**src/rtl/tcdm_strided_reader_if.sv**
```systemverilog
// TCDM read port plus the in-order response stream of the strided reader.
// The master side is the reader; the slave side is memory plus stream sink.
interface tcdm_strided_reader_if #(
    parameter int DATA_WIDTH = 32,
    parameter int ADDR_WIDTH = 32
);
    logic                    tcdm_req;
    logic                    tcdm_gnt;
    logic [ADDR_WIDTH-1:0]   tcdm_add;
    logic                    tcdm_wen;
    logic [DATA_WIDTH/8-1:0] tcdm_be;
    logic [DATA_WIDTH-1:0]   tcdm_data;
    logic [DATA_WIDTH-1:0]   tcdm_r_data;
    logic                    tcdm_r_valid;
    logic [DATA_WIDTH-1:0]   data;
    logic                    valid;
    logic                    ready;

    modport master (
        output tcdm_req, tcdm_add, tcdm_wen, tcdm_be, tcdm_data, data, valid,
        input  tcdm_gnt, tcdm_r_data, tcdm_r_valid, ready
    );

    modport slave (
        input  tcdm_req, tcdm_add, tcdm_wen, tcdm_be, tcdm_data, data, valid,
        output tcdm_gnt, tcdm_r_data, tcdm_r_valid, ready
    );
endinterface

```
**src/rtl/tcdm_strided_reader.sv**
```systemverilog
// Strided TCDM read master: one (base, stride, length) job becomes word reads,
// responses are buffered in a credit-limited FIFO and streamed out in order.
module tcdm_strided_reader #(
    parameter int DATA_WIDTH = 32,
    parameter int ADDR_WIDTH = 32,
    parameter int LEN_WIDTH  = 16,
    parameter int FIFO_DEPTH = 4
) (
    input  logic                  clk_i,
    input  logic                  rst_ni,
    input  logic                  start_i,
    input  logic [ADDR_WIDTH-1:0] base_addr_i,
    input  logic [ADDR_WIDTH-1:0] stride_i,
    input  logic [LEN_WIDTH-1:0]  length_i,
    output logic                  busy_o,
    output logic                  done_o,
    output logic                  err_o,
    tcdm_strided_reader_if.master bus
);
    localparam int PW = $clog2(FIFO_DEPTH);
    localparam int CW = PW + 1;
    localparam logic [CW:0] DEPTH_C = (CW+1)'(FIFO_DEPTH);

    typedef enum logic [1:0] {IDLE, ISSUE, DRAIN, DONE} state_e;

    state_e                state_q;
    logic [ADDR_WIDTH-1:0] addr_q, stride_q;
    logic [LEN_WIDTH-1:0]  rem_q;
    logic [CW-1:0]         outst_q, outst_d, cnt_q, cnt_d;
    logic [PW-1:0]         wptr_q, rptr_q;
    logic [DATA_WIDTH-1:0] mem_q [FIFO_DEPTH];
    logic                  err_q, done_q, ign_q;
    logic                  req, gnt, rsp, push, pop;
    logic [CW:0]           used;

    // Credit counts in-flight reads plus buffered words, so a push never finds the FIFO full.
    assign used    = {1'b0, outst_q} + {1'b0, cnt_q};
    assign req     = (state_q == ISSUE) && (used < DEPTH_C);
    assign gnt     = req & bus.tcdm_gnt;
    // Responses are ignored between reset and the first start: they belong to an aborted job.
    assign rsp     = bus.tcdm_r_valid & ~ign_q;
    assign push    = rsp && (outst_q != '0);
    assign pop     = (cnt_q != '0) && bus.ready;
    assign outst_d = outst_q + CW'(gnt) - CW'(push);
    assign cnt_d   = cnt_q + CW'(push) - CW'(pop);

    assign bus.tcdm_req  = req;
    assign bus.tcdm_add  = addr_q;
    assign bus.tcdm_wen  = 1'b1;
    assign bus.tcdm_be   = '1;
    assign bus.tcdm_data = '0;
    assign bus.data      = mem_q[rptr_q];
    assign bus.valid     = (cnt_q != '0);
    assign busy_o        = (state_q != IDLE);
    assign done_o        = done_q;
    assign err_o         = err_q;

    always_ff @(posedge clk_i) begin
        if (push) mem_q[wptr_q] <= bus.tcdm_r_data;
    end

    always_ff @(posedge clk_i) begin
        if (!rst_ni) begin
            state_q  <= IDLE;
            addr_q   <= '0;
            stride_q <= '0;
            rem_q    <= '0;
            outst_q  <= '0;
            cnt_q    <= '0;
            wptr_q   <= '0;
            rptr_q   <= '0;
            err_q    <= 1'b0;
            done_q   <= 1'b0;
            ign_q    <= 1'b1;
        end else begin
            outst_q <= outst_d;
            cnt_q   <= cnt_d;
            done_q  <= (state_q == DONE);
            if (push) wptr_q <= wptr_q + 1'b1;
            if (pop) rptr_q <= rptr_q + 1'b1;
            if (rsp && (outst_q == '0)) err_q <= 1'b1;
            if (gnt) begin
                addr_q <= addr_q + stride_q;
                rem_q  <= rem_q - 1'b1;
            end
            case (state_q)
                IDLE: if (start_i) begin
                    addr_q   <= base_addr_i;
                    stride_q <= stride_i;
                    rem_q    <= length_i;
                    err_q    <= 1'b0;
                    ign_q    <= 1'b0;
                    state_q  <= (length_i == '0) ? DONE : ISSUE;
                end
                ISSUE: if (gnt && (rem_q == LEN_WIDTH'(1))) state_q <= DRAIN;
                DRAIN: if ((outst_d == '0) && (cnt_d == '0)) state_q <= DONE;
                DONE:  state_q <= IDLE;
                default: state_q <= IDLE;
            endcase
        end
    end
endmodule
```
**src/flat_wrapper.sv**
```systemverilog
// flat-port wrapper written by rule: the top's interface ports become plain ports
module tcdm_strided_reader_flat 
#(
    parameter int DATA_WIDTH = 32,
    parameter int ADDR_WIDTH = 32,
    parameter int LEN_WIDTH  = 16,
    parameter int FIFO_DEPTH = 4
)
  (clk_i, rst_ni, start_i, base_addr_i, stride_i, length_i, busy_o, done_o, err_o, bus_tcdm_req, bus_tcdm_add, bus_tcdm_wen, bus_tcdm_be, bus_tcdm_data, bus_data, bus_valid, bus_tcdm_gnt, bus_tcdm_r_data, bus_tcdm_r_valid, bus_ready);
  tcdm_strided_reader_if #(.DATA_WIDTH(DATA_WIDTH), .ADDR_WIDTH(ADDR_WIDTH)) bus_i ();
  input  logic clk_i;
  input  logic rst_ni;
  input  logic start_i;
  input  logic [ADDR_WIDTH-1:0] base_addr_i;
  input  logic [ADDR_WIDTH-1:0] stride_i;
  input  logic [LEN_WIDTH-1:0] length_i;
  output logic busy_o;
  output logic done_o;
  output logic err_o;
  output wire logic [$bits(bus_i.tcdm_req)-1:0] bus_tcdm_req;
  output wire logic [$bits(bus_i.tcdm_add)-1:0] bus_tcdm_add;
  output wire logic [$bits(bus_i.tcdm_wen)-1:0] bus_tcdm_wen;
  output wire logic [$bits(bus_i.tcdm_be)-1:0] bus_tcdm_be;
  output wire logic [$bits(bus_i.tcdm_data)-1:0] bus_tcdm_data;
  output wire logic [$bits(bus_i.data)-1:0] bus_data;
  output wire logic [$bits(bus_i.valid)-1:0] bus_valid;
  input wire logic [$bits(bus_i.tcdm_gnt)-1:0] bus_tcdm_gnt;
  input wire logic [$bits(bus_i.tcdm_r_data)-1:0] bus_tcdm_r_data;
  input wire logic [$bits(bus_i.tcdm_r_valid)-1:0] bus_tcdm_r_valid;
  input wire logic [$bits(bus_i.ready)-1:0] bus_ready;
  assign bus_tcdm_req = bus_i.tcdm_req;
  assign bus_tcdm_add = bus_i.tcdm_add;
  assign bus_tcdm_wen = bus_i.tcdm_wen;
  assign bus_tcdm_be = bus_i.tcdm_be;
  assign bus_tcdm_data = bus_i.tcdm_data;
  assign bus_data = bus_i.data;
  assign bus_valid = bus_i.valid;
  assign bus_i.tcdm_gnt = bus_tcdm_gnt;
  assign bus_i.tcdm_r_data = bus_tcdm_r_data;
  assign bus_i.tcdm_r_valid = bus_tcdm_r_valid;
  assign bus_i.ready = bus_ready;
  tcdm_strided_reader #(.DATA_WIDTH(DATA_WIDTH), .ADDR_WIDTH(ADDR_WIDTH), .LEN_WIDTH(LEN_WIDTH), .FIFO_DEPTH(FIFO_DEPTH)) u_core (.clk_i(clk_i), .rst_ni(rst_ni), .start_i(start_i), .base_addr_i(base_addr_i), .stride_i(stride_i), .length_i(length_i), .busy_o(busy_o), .done_o(done_o), .err_o(err_o), .bus(bus_i));
endmodule
```
**config.mk**
```make
export PLATFORM = sky130hd
export DESIGN_NAME = tcdm_strided_reader_flat
export DESIGN_NICKNAME = d
export VERILOG_FILES = /design/src/rtl/tcdm_strided_reader_if.sv /design/src/rtl/tcdm_strided_reader.sv /design/src/flat_wrapper.sv
export SDC_FILE = /design/constraint.sdc
export NUM_CORES = 1
export LEC_CHECK = 0
export ABC_CLOCK_PERIOD_IN_PS = 3700
export BUFFER_PORTS_ARGS = -buffer_cell sky130_fd_sc_hd__buf_2
export CORE_ASPECT_RATIO = 1.25
export CORE_UTILIZATION = 30
export CTS_CLUSTER_SIZE = 20
export DETAILED_ROUTE_END_ITERATION = 8
export GPL_TIMING_DRIVEN = 0
export PLACE_DENSITY = 0.49
export SLEW_MARGIN = 15
export SYNTH_ARGS = -nofsm -noshare
export SYNTH_HDL_FRONTEND = slang
export SYNTH_SLANG_ARGS = --single-unit
```
**constraint.sdc**
```tcl
create_clock -name clk_i -period 3.7 [get_ports clk_i]
set_input_delay 0.925 -clock clk_i [delete_from_list [all_inputs] [get_ports clk_i]]
set_output_delay 0.925 -clock clk_i [all_outputs]
set_load 0.005 [all_outputs]
```
# Word-level counts from Yosys, hierarchy flattened
# Memory sizes are Yosys's and may differ from the RTL's. A register that Yosys moved wholly into a read port is not among the register bits.
# Cells that the tools add are included.
# totals
inputBits	118
reg_bits	95
mem_bits_rw	128
n_memories	1
wordCells	66
output_inout_bits	106
# op_classes
n_eq_ne	7
bitwise_logic	3
magnitude_cmp	1
n_mux	18
add_sub_neg	9
n_reduce_logical	16
# mem_list
memory	depth	word_bits	rd	rd_clocked_by_memory_dff	wr	line_no	source
u_core.mem_q	4	32	1	1	1	tcdm_strided_reader.sv:31	logic [DATA_WIDTH-1:0] mem_q [FIFO_DEPTH];
# op_table
op	count
two-way mux 32 bit	3
two-way mux 16 bit	3
adder 32 bit	1
equality test 16 x 1 -> 1 bit, second input constant	1
logical NOT 16 bit	1
subtractor 16 x 1 -> 16 bit, second input constant	1
two-way mux 2 bit	6
logical NOT 3 bit	3
case mux 2 bit (4 select lines)	1
adder 3 x 1 -> 3 bit	2
logical AND 1 bit	6
nonzero test 3 bit	2
subtractor 3 x 1 -> 3 bit	2
two-way mux 1 bit	5
adder 2 x 1 -> 2 bit, second input constant	2
adder 3 x 3 -> 4 bit	1
equality test 2 bit, second input constant	2
< comparator 4 x 3 -> 1 bit, second input constant	1
inequality test 2 bit, second input constant	2
AND reduction 3 bit	1
AND 1 bit	2
equality test 2 x 1 -> 1 bit, second input constant	1
logical NOT 2 bit	1
inequality test 2 x 1 -> 1 bit, second input constant	1
other kinds (3)	3

# Logic depth before layout (Yosys ltp)
# Gate-level depths: netlist (run 1).
# logic_depth
word_depth	10
mapped_depth	17
mapped_depth_nobuf	14

# Worst setup path after synthesis (run 1)
# Ideal clock, no wire load.
# synth_path
path_type	input port to flip-flop
from	input bus_tcdm_r_valid
to	register u_core.state_q[1]
setup_time_ps	134
required_ps	3566
setup_slack_ps	165
n_path_buf	0
arrival_time_ps	3401
stages	12
cell_sequence	nor3b_1 -> ha_1 -> inv_1 -> ha_1 -> inv_1 -> fa_1 -> nand2_1 -> nor3_1 -> nand3_1 -> a221o_1 -> a211oi_1 -> a211oi_1
# synth_via
elab_chain_cells	8
word_cells_on_any_way	10
cone_classes	add/sub (3); eq/ne (1); bitwise (1); reduce/logical (5)
# synth_rtl
item	line_no	source
start, declared	flat_wrapper.sv:29	input wire logic [$bits(bus_i.tcdm_r_valid)-1:0] bus_tcdm_r_valid;
AND 1 bit (*)	tcdm_strided_reader.sv:41	assign rsp = bus.tcdm_r_valid & ~ign_q;
logical AND 1 bit (*)	tcdm_strided_reader.sv:42	assign push = rsp && (outst_q != '0);
adder 3 x 1 -> 3 bit	tcdm_strided_reader.sv:45	assign cnt_d = cnt_q + CW'(push) - CW'(pop);
subtractor 3 x 1 -> 3 bit	tcdm_strided_reader.sv:45	
logical NOT 3 bit	tcdm_strided_reader.sv:96	DRAIN: if ((outst_d == '0) && (cnt_d == '0)) state_q <= DONE;
logical AND 1 bit (*)	tcdm_strided_reader.sv:96	
inequality test 2 x 1 -> 1 bit (no line) (*)	--	
AND reduction 3 bit (no line) (*)	--	
end signal, assigned	tcdm_strided_reader.sv:93	state_q <= (length_i == '0) ? DONE : ISSUE;
end, declared	tcdm_strided_reader.sv:26	state_e state_q;
# Every way passes the cells marked *; elsewhere a longest branch is shown, timed or not.
# A chain may end at the register's enable or synchronous reset.

# Worst setup path in the final report (run 1)
# layout_path
from	register u_core.outst_q[1]
to	register u_core.state_q[1]
# layout_via
elab_chain_cells	10
word_cells_on_any_way	17
cone_classes	add/sub (5); order compare (1); eq/ne (2); bitwise (1); reduce/logical (8)
# layout_rtl
item	line_no	source
start, declared	tcdm_strided_reader.sv:29	logic [CW-1:0] outst_q, outst_d, cnt_q, cnt_d;
start signal, assigned	tcdm_strided_reader.sv:76	outst_q <= outst_d;
adder 3 x 3 -> 4 bit	tcdm_strided_reader.sv:37	assign used = {1'b0, outst_q} + {1'b0, cnt_q};
< comparator 4 x 3 -> 1 bit	tcdm_strided_reader.sv:38	assign req = (state_q == ISSUE) && (used < DEPTH_C);
logical AND 1 bit	tcdm_strided_reader.sv:38	
AND 1 bit	tcdm_strided_reader.sv:39	assign gnt = req & bus.tcdm_gnt;
adder 3 x 1 -> 3 bit	tcdm_strided_reader.sv:44	assign outst_d = outst_q + CW'(gnt) - CW'(push);
subtractor 3 x 1 -> 3 bit	tcdm_strided_reader.sv:44	
logical NOT 3 bit	tcdm_strided_reader.sv:96	
logical AND 1 bit	tcdm_strided_reader.sv:96	
inequality test 2 x 1 -> 1 bit (no line)	--	
AND reduction 3 bit (no line) (*)	--	
# Marked as above.

==> results of run 1 <==
registers in the layout (all words and copies together), names as in the netlist, named ones only:
signal	count
u_core.stride_q	32
u_core.wptr_q	2
u_core.rptr_q	2
u_core.done_o	1
u_core.rem_q	16
u_core.state_q	2
u_core.cnt_q	3
u_core.bus.tcdm_add	32
u_core.mem_q	128
u_core.err_o	1
u_core.ign_q	1
u_core.outst_q	3
layout by cell type, fill, tap and decap left out, types with 5 or more instances in the layout:
cell type	Yosys	layout
o31ai_1	5	5
inv_1	21	20
nor2b_1	9	9
a21oi_1	64	64
clkbuf_1	50	51
nand2_1	134	134
o211ai_1	14	14
conb_1	2	37
dfxtp_1	97	97
a21o_1	17	17
mux4_2	32	32
clkbuf_16	0	25
nor2_1	44	44
a21boi_0	20	20
bufinv_16	0	7
nand4_1	11	11
buf_2	1	187
o21ai_0	40	40
edfxtp_1	128	128
nor3_1	25	25
o21a_1	7	7
and3_1	7	7
nand3_1	8	8
o211a_1	17	17
xor2_1	20	20
buf_4	37	38
ha_1	48	48
nor4_1	11	11
a311oi_1	5	5
and2_1	12	8
a31oi_1	9	9
or3_1	8	8
xnor2_1	21	21
mux2i_1	5	5
a211oi_1	17	16
power by group through the flow:
stage	clock network (W)	logic, W	registers, W
after floorplan	0	0.00203	0.00323
after global placement	0	0.00308	0.00329
after detailed placement	0	0.00310	0.00330
after CTS	0.00290	0.00312	0.00325
after global routing	0.00299	0.00346	0.00329
final	0.00281	0.00312	0.00324
path summary, 6_finish.rpt:
path / cells past startpoint / slack (ns) / to
worst max-delay path: 15 / 0.27 / u_core.state_q[1]$_SDFFE_PN0P_
worst min-delay path: 2 / 0.46 / u_core.stride_q[9]$_SDFFE_PN0P_
worst max register to register: 15 / 0.27 / u_core.state_q[1]$_SDFFE_PN0P_
worst min register to register: 2 / 0.46 / u_core.stride_q[9]$_SDFFE_PN0P_
layer usage:
metal  global-route usage  share of wire  vias up
met1                0.199           0.39     4085
li1                     -              -     4111
met2                0.323           0.52      318
met5                    0        0.00036        -
met4               0.0640          0.033        2
met3               0.0340          0.060       74
per-stage QoR:
stage	instance area, um^2	utilization	power [W]	setup TNS (ns)	std cells
after floorplan	11200	-	0.00526	0	1029
after global placement	12700	0.350	0.00637	-18.38	1694
after detailed placement	12800	0.353	0.00640	-1.88	1698
after CTS	13800	0.379	0.00927	0	1744
after global routing	13800	0.379	0.00974	0	1744
final	13800	0.379	0.00917	0	1745
kinds of logic after synthesis:
group / after synthesis
DFF: 225
muxes: 38
and+or+nand+nor: 282
adders and majority gates: 51
buffers and inverters: 116
AOI/OAI and AO/OA: 239
xor gates and xnor gates: 41
other: 2
critical path, stage by stage, from the launching register on:
cell,delay (ns)
dfxtp_1,0.36
ha_1,0.22
nor4b_2,0.30
nand3_1,0.15
buf_2,0.22
clkinvlp_4,0.10
clkbuf_4,0.25
ha_1,0.18
inv_1,0.05
fa_1,0.49
nand2_1,0.05
nor3_1,0.14
nand3_1,0.11
a221o_1,0.36
a211oi_2,0.21
a211oi_1,0.07
layout make-up:
type / count / area (um^2)
antenna: 1 / 2.50
buffer: 94 / 502
clock buffer: 29 / 641
clock inverter: 17 / 287
fill: 3695 / 22500
inverter: 21 / 82.6
multi-input combinational: 688 / 4850
sequential: 225 / 5790
tap: 480 / 601
timing repair buffer: 190 / 1030
synth_stat cells, drive strengths merged (12+ instances only):
cell and n:
nand2 134, edfxtp 128, dfxtp 97, a21oi 64, clkbuf 50, ha 48
buf 45, nor2 45, o21ai 40, mux4 32, nor3 25, inv 21
xnor2 21, a21boi 20, xor2 20, a211oi 17, a21o 17, o211a 17
o211ai 14, and2 12
timing repair:
action                                  4_1_cts  5_1_grt
endpoints found under the setup margin        3       27
resized for setup                             4       10
setup buffers                                 1        0
cloned                                        0        0
==> flow_summary.json, run 1 <==
{
  "outcome": "finished, final reports clean",
  "antenna_found_initial": 2,
  "hold_ws_ns": 0.465,
  "synth_ff_type": "edfxtp_1",
  "synthesis.yosys.warnings": 0,
  "rows": 78,
  "synth_xor_area_frac": 0.0325,
  "die_area_um2": 37600,
  "die_h_um": 217,
  "switching_share": 0.345,
  "required_ns": 4.10,
  "crit_fanout": 10,
  "p_leak_nw": 5.54,
  "synth_top_area_share": 0.348,
  "grt_overflow": 0,
  "arrival_ns": 3.83,
  "critPathLaunchType": "flop",
  "rr_startpoint": "u_core.outst_q[1]$_SDFF_PN0_",
  "wl_per_cell_um": 19.2,
  "fin_nets": 1414,
  "num_vias": 8590,
  "power_frac_clock": 0.307,
  "synth_top_family_by_area": "compound AO/OA/AOI/OAI gates",
  "path_class": "reg -> reg",
  "finalSetupViolations": 0,
  "clock-sinks": 225,
  "drive_gt1_frac": 0.250,
  "syn_avg_cell_area_um2": 11.1,
  "root_buffer": "clkbuf_16",
  "synth_area_leaders": "edfxtp_1, dfxtp_1, mux4_2, ha_1, nand2_1",
  "postLayoutSetupSlackWorst_ns": 0.267,
  "synth_seq_cells": 225,
  "synth_compound_area_frac": 0.144,
  "synth_mux_area_frac": 0.0707,
  "pre_cts_ws_ns": -0.925,
  "drt-initial-drc-count": 548,
  "p_per_area_nw_per_um2": 666,
  "crit_path_start": "u_core.outst_q[1]$_SDFF_PN0_",
  "rsz0062_at_grt": "no",
  "cts.htree.levels": 1,
  "endpoint_kind": "flop",
  "p_sw_w": 0.00317,
  "yosysSeqAreaShare": 0.523,
  "slew_viol_final": 0,
  "cts_hold_buf": 0,
  "hold_violations": 0,
  "vdd_ir_drop_max_mv": 0.313,
  "hp-start": "u_core.stride_q[9]$_SDFFE_PN0P_",
  "fin_crit_ns": 3.43,
  "max_freq_mhz": 291,
  "syn_area_um2": 11100,
  "grt_pass1_vias": 8562,
  "slew_headroom": 0.447,
  "syn_to_final_growth_pct": 24.6,
  "grt_pass1_wl_um": 50100,
  "ant_nets": 0,
  "internal_power_w": 0.00601,
  "cts_buffer_depth": 3,
  "synthAdderAreaFrac": 0.0597,
  "dp_hpwl_um": 24900,
  "worst_slew_pin_slew_ns": 0.821,
  "drc": 0,
  "port_buffers": 185,
  "cap_violations": 0,
  "synth-edff-count": 128,
  "synthArstFlopShare": 0,
  "cts_buffers": 25,
  "yosys.area_share.simple": 0.117,
  "cts_tree": "done",
  "synthDistinctLibCells": 61,
  "grt_max_degree": 23,
  "grt_usage": 0.175,
  "die_x_um": 174,
  "synthCells": 994,
  "yosysTopAreaCell": "edfxtp_1",
  "gp_congestion": 0.949,
  "clock_latency_ns": 0.55,
  "viasPerCell": 4.92,
  "coreArea_um2": 36300,
  "hold_class": "reg -> reg",
  "clock_skew_ns": 0.00959,
  "io_pins": 224,
  "start_util": 0.305,
  "firstDrtPassIters": 5,
  "finalCritPeriodShare": 0.928,
  "routed_wl_um": 33500,
  "clkTransAtPathRegs_ns": 0.06,
  "p_comb_frac": 0.340,
  "pwr-share-seq": 0.354
}
Power figures use the tool's default switching activity.
==> run 2, diff against run 1 <==
--- a/config.mk
+++ b/config.mk
@@ -11,8 +11,8 @@
 export CORE_UTILIZATION = 30
 export CTS_CLUSTER_SIZE = 20
 export DETAILED_ROUTE_END_ITERATION = 8
-export GPL_TIMING_DRIVEN = 0
 export PLACE_DENSITY = 0.49
+export REMOVE_ABC_BUFFERS = 1
 export SLEW_MARGIN = 15
 export SYNTH_ARGS = -nofsm -noshare
 export SYNTH_HDL_FRONTEND = slang
==> run 2 against run 1 <==
Against the previous run:
- clock skew decreased by 0.0012 ns
- highest routed layer unchanged
- register-to-register slack improved by 0.32 ns
- global-route usage decreased by 2.2 points
- sequential share of layout area rose by 1.9 points
- combinational power fell by 7.1%
- first-iteration DRC count down 34%
- critical endpoint unchanged
==> flow_summary.json, run 2 (same netlist as run 1, synthesis figures left out) <==
{
  "final_cell_mix": "buf_2, nand2_1, edfxtp_1",
  "hold_violations": 0,
  "die_h_um": 217,
  "pre_cts_ws_ns": 0.322,
  "grt_max_degree": 82,
  "clkTransAtPathRegs_ns": 0.06,
  "io_pins": 224,
  "internal_power_w": 0.00561,
  "outcome": "finished, final reports clean",
  "crit_fanout": 4,
  "grt_usage": 0.153,
  "pwr-share-seq": 0.381,
  "placed_cell_area_um2": 12400,
  "dp_hpwl_um": 20300,
  "port_buffers": 186,
  "fin_crit_ns": 3.11,
  "cts_tree": "done",
  "viasPerCell": 4.85,
  "arrival_ns": 3.50,
  "p_sw_w": 0.00291,
  "cap_violations": 0,
  "p_per_area_nw_per_um2": 646,
  "clock-sinks": 225,
  "antennaDiodeCount": 0,
  "finalCritPeriodShare": 0.840,
  "hold_ws_ns": 0.461,
  "slew_viol_final": 0,
  "worst_path_max_delay_cell": "fa_1",
  "grt_overflow": 0,
  "grt_pass1_vias": 8144,
  "final_common_cell": "buf_2",
  "start_util": 0.305,
  "clock_latency_ns": 0.53,
  "root_buffer": "clkbuf_16",
  "postLayoutSetupSlackWorst_ns": 0.591,
  "power_frac_clock": 0.279,
  "final_util": 0.363,
  "cts_hold_buf": 0,
  "max_freq_mhz": 322,
  "rsz0062_at_grt": "no",
  "setup_tns_ns": 0,
  "crit_top_cell": "inv_1",
  "grt_pass1_wl_um": 45400,
  "coreArea_um2": 36300,
  "cts_setup_buffers": 0,
  "cts.htree.levels": 1,
  "largest_reg_flops": 128,
  "ant_nets": 0,
  "cts_buffer_depth": 3,
  "worst_path_largest_cell_delay_ns": 0.50,
  "finalSetupViolations": 0,
  "path_class": "reg -> reg",
  "ctsResizeCount": 0,
  "wl_per_cell_um": 17.5,
  "gp_congestion": 0.830,
  "vdd_ir_drop_max_mv": 0.301,
  "fin_nets": 1332,
  "die_area_um2": 37600,
  "worst_slew_pin_slew_ns": 0.739,
  "hold_class": "reg -> reg",
  "required_ns": 4.09,
  "fillCellCount": 3691,
  "routed_wl_um": 29000,
  "cts_buffers": 26,
  "die_x_um": 174,
  "p_comb_frac": 0.340,
  "endpoint_kind": "flop",
  "switching_share": 0.341,
  "slew_headroom": 0.507,
  "rows": 78,
  "critPathLaunchType": "flop",
  "firstDrtPassIters": 4,
  "num_vias": 8059,
  "p_leak_nw": 5.26,
  "syn_to_final_growth_pct": 19.1,
  "top_register": "u_core.mem_q",
  "antenna_found_initial": 4,
  "final_area_um2": 13200,
  "drc": 0,
  "cp_cell_sequence": "inv_1, ha_1, nor4b_1, nand3_1, inv_1, ha_1, inv_1, fa_1, nand2_1, nor3_1, nand3_1, a221o_1, a211oi_1, a211oi_1",
  "drt-initial-drc-count": 363,
  "drive_gt1_frac": 0.237,
  "clock_skew_ns": 0.00842
}
-- run 2: changes by cell type in the layout (fill, tap and decap cells not counted), moves of 3 or more --
cell / change
bufinv_16: -7
clkinv_2: +6
buf_4: -26
and2_2: -3
buf_1: -4
and2_1: +3
clkbuf_2: -3
clkbuf_1: -47
-- run 2: critical path, delay by kind of cell (launching register included) --
family	cells	cell delay, ns
AND/OR/NAND/NOR	5	0.86
adder cells (fa/ha/maj)	3	0.84
AO/OA/AOI/OAI	3	0.66
flip-flops	1	0.33
buffers and inverters	3	0.30
-- run 2: path summary, 6_finish.rpt --
| path | cells past startpoint | slack, ns | startpoint | endpoint |
|---|---|---|---|---|
| setup / recovery | 14 | 0.59 | u_core.state_q[1]$_SDFFE_PN0P_ | u_core.state_q[1]$_SDFFE_PN0P_ |
| hold / removal | 2 | 0.46 | u_core.stride_q[2]$_SDFFE_PN0P_ | u_core.stride_q[2]$_SDFFE_PN0P_ |
| setup reg to reg | 14 | 0.59 | u_core.state_q[1]$_SDFFE_PN0P_ | u_core.state_q[1]$_SDFFE_PN0P_ |
| hold reg to reg | 2 | 0.46 | u_core.stride_q[2]$_SDFFE_PN0P_ | u_core.stride_q[2]$_SDFFE_PN0P_ |
-- run 2: power groups by stage --
| stage | Clock (W) | Combinational (W) | Sequential (W) |
|---|---|---|---|
| after global routing | 0.00257 | 0.00327 | 0.00328 |
| after global placement | 0 | 0.00293 | 0.00329 |
| final | 0.00238 | 0.00290 | 0.00324 |
| after detailed placement | 0 | 0.00293 | 0.00330 |
| after floorplan | 0 | 0.00187 | 0.00331 |
| after CTS | 0.00247 | 0.00295 | 0.00325 |
-- run 2: final cells by class --
class	instances	area [um^2]	share of cell area
repair buffers	201	1080	0.0821
flip-flops and latches	225	5790	0.439
clock inverters	12	70.1	0.00532
clock buffers	33	718	0.0545
well taps	480	601	0.0456
multi-input cells	688	4840	0.367
inverters	21	78.8	0.00598
-- run 2: per-layer routing --
layer,part of all wire,vias up,wire [um],GRT usage
li1,-,3941,-,-
met1,0.44,3876,12700,0.191
met2,0.49,199,14200,0.271
met3,0.057,35,1650,0.0316
met4,0.015,8,435,0.0351
met5,0.0017,-,49,0
-- run 2: per-stage QoR --
stage | cells | power [W]
6_report | 1660 | 0.00851
3_3_place_gp | 1615 | 0.00621
4_1_cts | 1660 | 0.00867
5_1_grt | 1660 | 0.00912
3_5_place_dp | 1615 | 0.00623
2_1_floorplan | 934 | 0.00518
==> run 3, diff against run 2 <==
--- a/config.mk
+++ b/config.mk
@@ -5,7 +5,7 @@
 export SDC_FILE = /design/constraint.sdc
 export NUM_CORES = 1
 export LEC_CHECK = 0
-export ABC_CLOCK_PERIOD_IN_PS = 3700
+export ABC_CLOCK_PERIOD_IN_PS = 2800
 export BUFFER_PORTS_ARGS = -buffer_cell sky130_fd_sc_hd__buf_2
 export CORE_ASPECT_RATIO = 1.25
 export CORE_UTILIZATION = 30
==> constraint.sdc (replaced) <==
create_clock -name clk_i -period 2.8 [get_ports clk_i]
set_input_delay 0.7 -clock clk_i [delete_from_list [all_inputs] [get_ports clk_i]]
set_output_delay 0.7 -clock clk_i [all_outputs]
set_load 0.005 [all_outputs]
==> run 3 against run 2 <==
Against the previous run:
- the flow now finishes with violations (setup timing)
- clock power grew 49%
- flip-flop and latch count is the same
- critical path depth shrank 2
- critical path type unchanged
- critical endpoint is now u_core.state_q[0]$_SDFFE_PN0P_
==> flow_summary.json, run 3 (same netlist as run 1, synthesis figures left out) <==
{
  "outcome": "complete, but fails checks",
  "failed_checks": "setup timing",
  "vdd_ir_drop_max_mv": 0.413,
  "rsz0062_at_grt": "yes",
  "critPathLaunchType": "flop",
  "gp_congestion": 0.826,
  "grt_overflow": 0,
  "routed_wl_um": 29900,
  "antennaDiodeCount": 0,
  "cap_violations": 0,
  "ant_nets": 0,
  "max_freq_mhz": 340,
  "fin_crit_ns": 2.94,
  "arrival_ns": 3.36,
  "grt_usage": 0.155,
  "cts_buffers": 26,
  "drt-initial-drc-count": 401,
  "p_leak_nw": 5.51,
  "clkTransAtPathRegs_ns": 0.06,
  "rows": 78,
  "coreArea_um2": 36300,
  "fillCellCount": 3671,
  "drive_gt1_frac": 0.286,
  "cts_tree": "done",
  "hold_violations": 0,
  "antenna_found_initial": 3,
  "clock_latency_ns": 0.53,
  "final_common_cell": "buf_2",
  "port_buffers": 186,
  "grt_max_degree": 72,
  "firstDrtPassIters": 5,
  "viasPerCell": 4.88,
  "placed_cell_area_um2": 12700,
  "clock_skew_ns": 0.00672,
  "syn_to_final_growth_pct": 25.0,
  "worst_slew_pin_slew_ns": 0.520,
  "grt_pass1_vias": 8402,
  "start_util": 0.305,
  "grt_pass1_wl_um": 46000,
  "endpoint_kind": "flop",
  "drc": 0,
  "p_per_area_nw_per_um2": 887,
  "final_area_um2": 13800,
  "io_pins": 224,
  "cts_hold_buf": 0,
  "crit_fanout": 4,
  "slew_headroom": 0.653,
  "slew_viol_final": 0,
  "cts_buffer_depth": 3,
  "finalCritPeriodShare": 1.05,
  "wl_per_cell_um": 17.6,
  "root_buffer": "clkbuf_16",
  "num_vias": 8309,
  "clock-sinks": 225,
  "postLayoutSetupSlackWorst_ns": -0.143,
  "fin_nets": 1371,
  "die_x_um": 174,
  "required_ns": 3.22,
  "seqCellArea_um2": 5800,
  "final_cell_mix": "buf_2, nand2_1, edfxtp_1",
  "multi_input_area_um2": 4990,
  "finalSetupViolations": 2,
  "die_h_um": 217,
  "path_class": "reg -> reg",
  "largest_reg_flops": 128,
  "top_register": "u_core.mem_q",
  "setup_tns_ns": -0.284,
  "cts.htree.levels": 1,
  "hold_class": "in -> reg",
  "dp_hpwl_um": 20800,
  "die_area_um2": 37600
}
run 3: cell types whose count changed in the layout (fill, tap and decap cells not counted), sizes merged:
cell,before,now
clkinvlp,3,7
clkbuf,33,30
inv,21,22
buf,201,240
bufinv,0,4
clkinv,9,6
run 3: final cells by class:
cell class	instances	area share
clock buffer	30	0.0497
clock inverter	18	0.0159
inverter	21	0.00589
multi-input combinational	688	0.361
sequential	225	0.419
tap	480	0.0435
timing repair buffer	240	0.104
run 3: report_power, final:
part | leakage [nW] | internal [W] | switching, W | total [W]
sequential | 1.95 | 0.00394 | 0.000334 | 0.00428
clock | 0.418 | 0.00214 | 0.00140 | 0.00354
combinational | 3.14 | 0.00206 | 0.00238 | 0.00443
total | 5.51 | 0.00814 | 0.00411 | 0.0123
run 3: critical path, stage by stage, from the launching register on:
cell and delay [ns]:
dfxtp_4 0.36, or3_4 0.36, and2_4 0.18, ha_4 0.24
inv_4 0.05, ha_4 0.12, inv_2 0.04, fa_2 0.54
nand2_2 0.05, nor3_2 0.14, nand3_1 0.10, a221o_1 0.37
o311a_1 0.30
run 3: metal layers:
layer | share of wire | up-vias | track usage | routed length, um
met5 | 0.0011 | - | 0 | 32
met4 | 0.026 | 6 | 0.0477 | 772
met3 | 0.055 | 51 | 0.0295 | 1650
met2 | 0.50 | 249 | 0.278 | 14900
met1 | 0.42 | 3976 | 0.188 | 12500
li1 | - | 4027 | - | -
run 3: what timing repair did:
action,4_1_cts,5_1_grt
buffers inserted,3,3
gates cloned,0,0
setup endpoints to repair,2,12
gates resized for setup,12,26
pin swaps,6,10
run 3: worst paths after layout:
path / startpoint / endpoint / slack, ns / cells after the start
worst max-delay path: u_core.cnt_q[2]$_SDFF_PN0_ / u_core.state_q[0]$_SDFFE_PN0P_ / -0.14 / 12
worst min-delay path: bus_tcdm_r_data[26] / u_core.mem_q[3][26]$_DFFE_PP_ / 0.38 / 1
worst max register to register: u_core.cnt_q[2]$_SDFF_PN0_ / u_core.state_q[0]$_SDFFE_PN0P_ / -0.14 / 12
worst min register to register: u_core.stride_q[0]$_SDFFE_PN0P_ / u_core.stride_q[0]$_SDFFE_PN0P_ / 0.46 / 2
run 3: per-stage QoR:
stage               hold WS [ns]  setup slack [ns]  power (W)  instances   util
floorplan                  0.440             -1.41    0.00685        934      -
global placement           0.447            -0.352    0.00849       1648  0.350
detailed placement         0.453            -0.403    0.00850       1648  0.350
CTS                        0.352            -0.110     0.0122       1699  0.377
global route               0.358            -0.256     0.0131       1702  0.381
finish                     0.384            -0.143     0.0123       1702  0.381
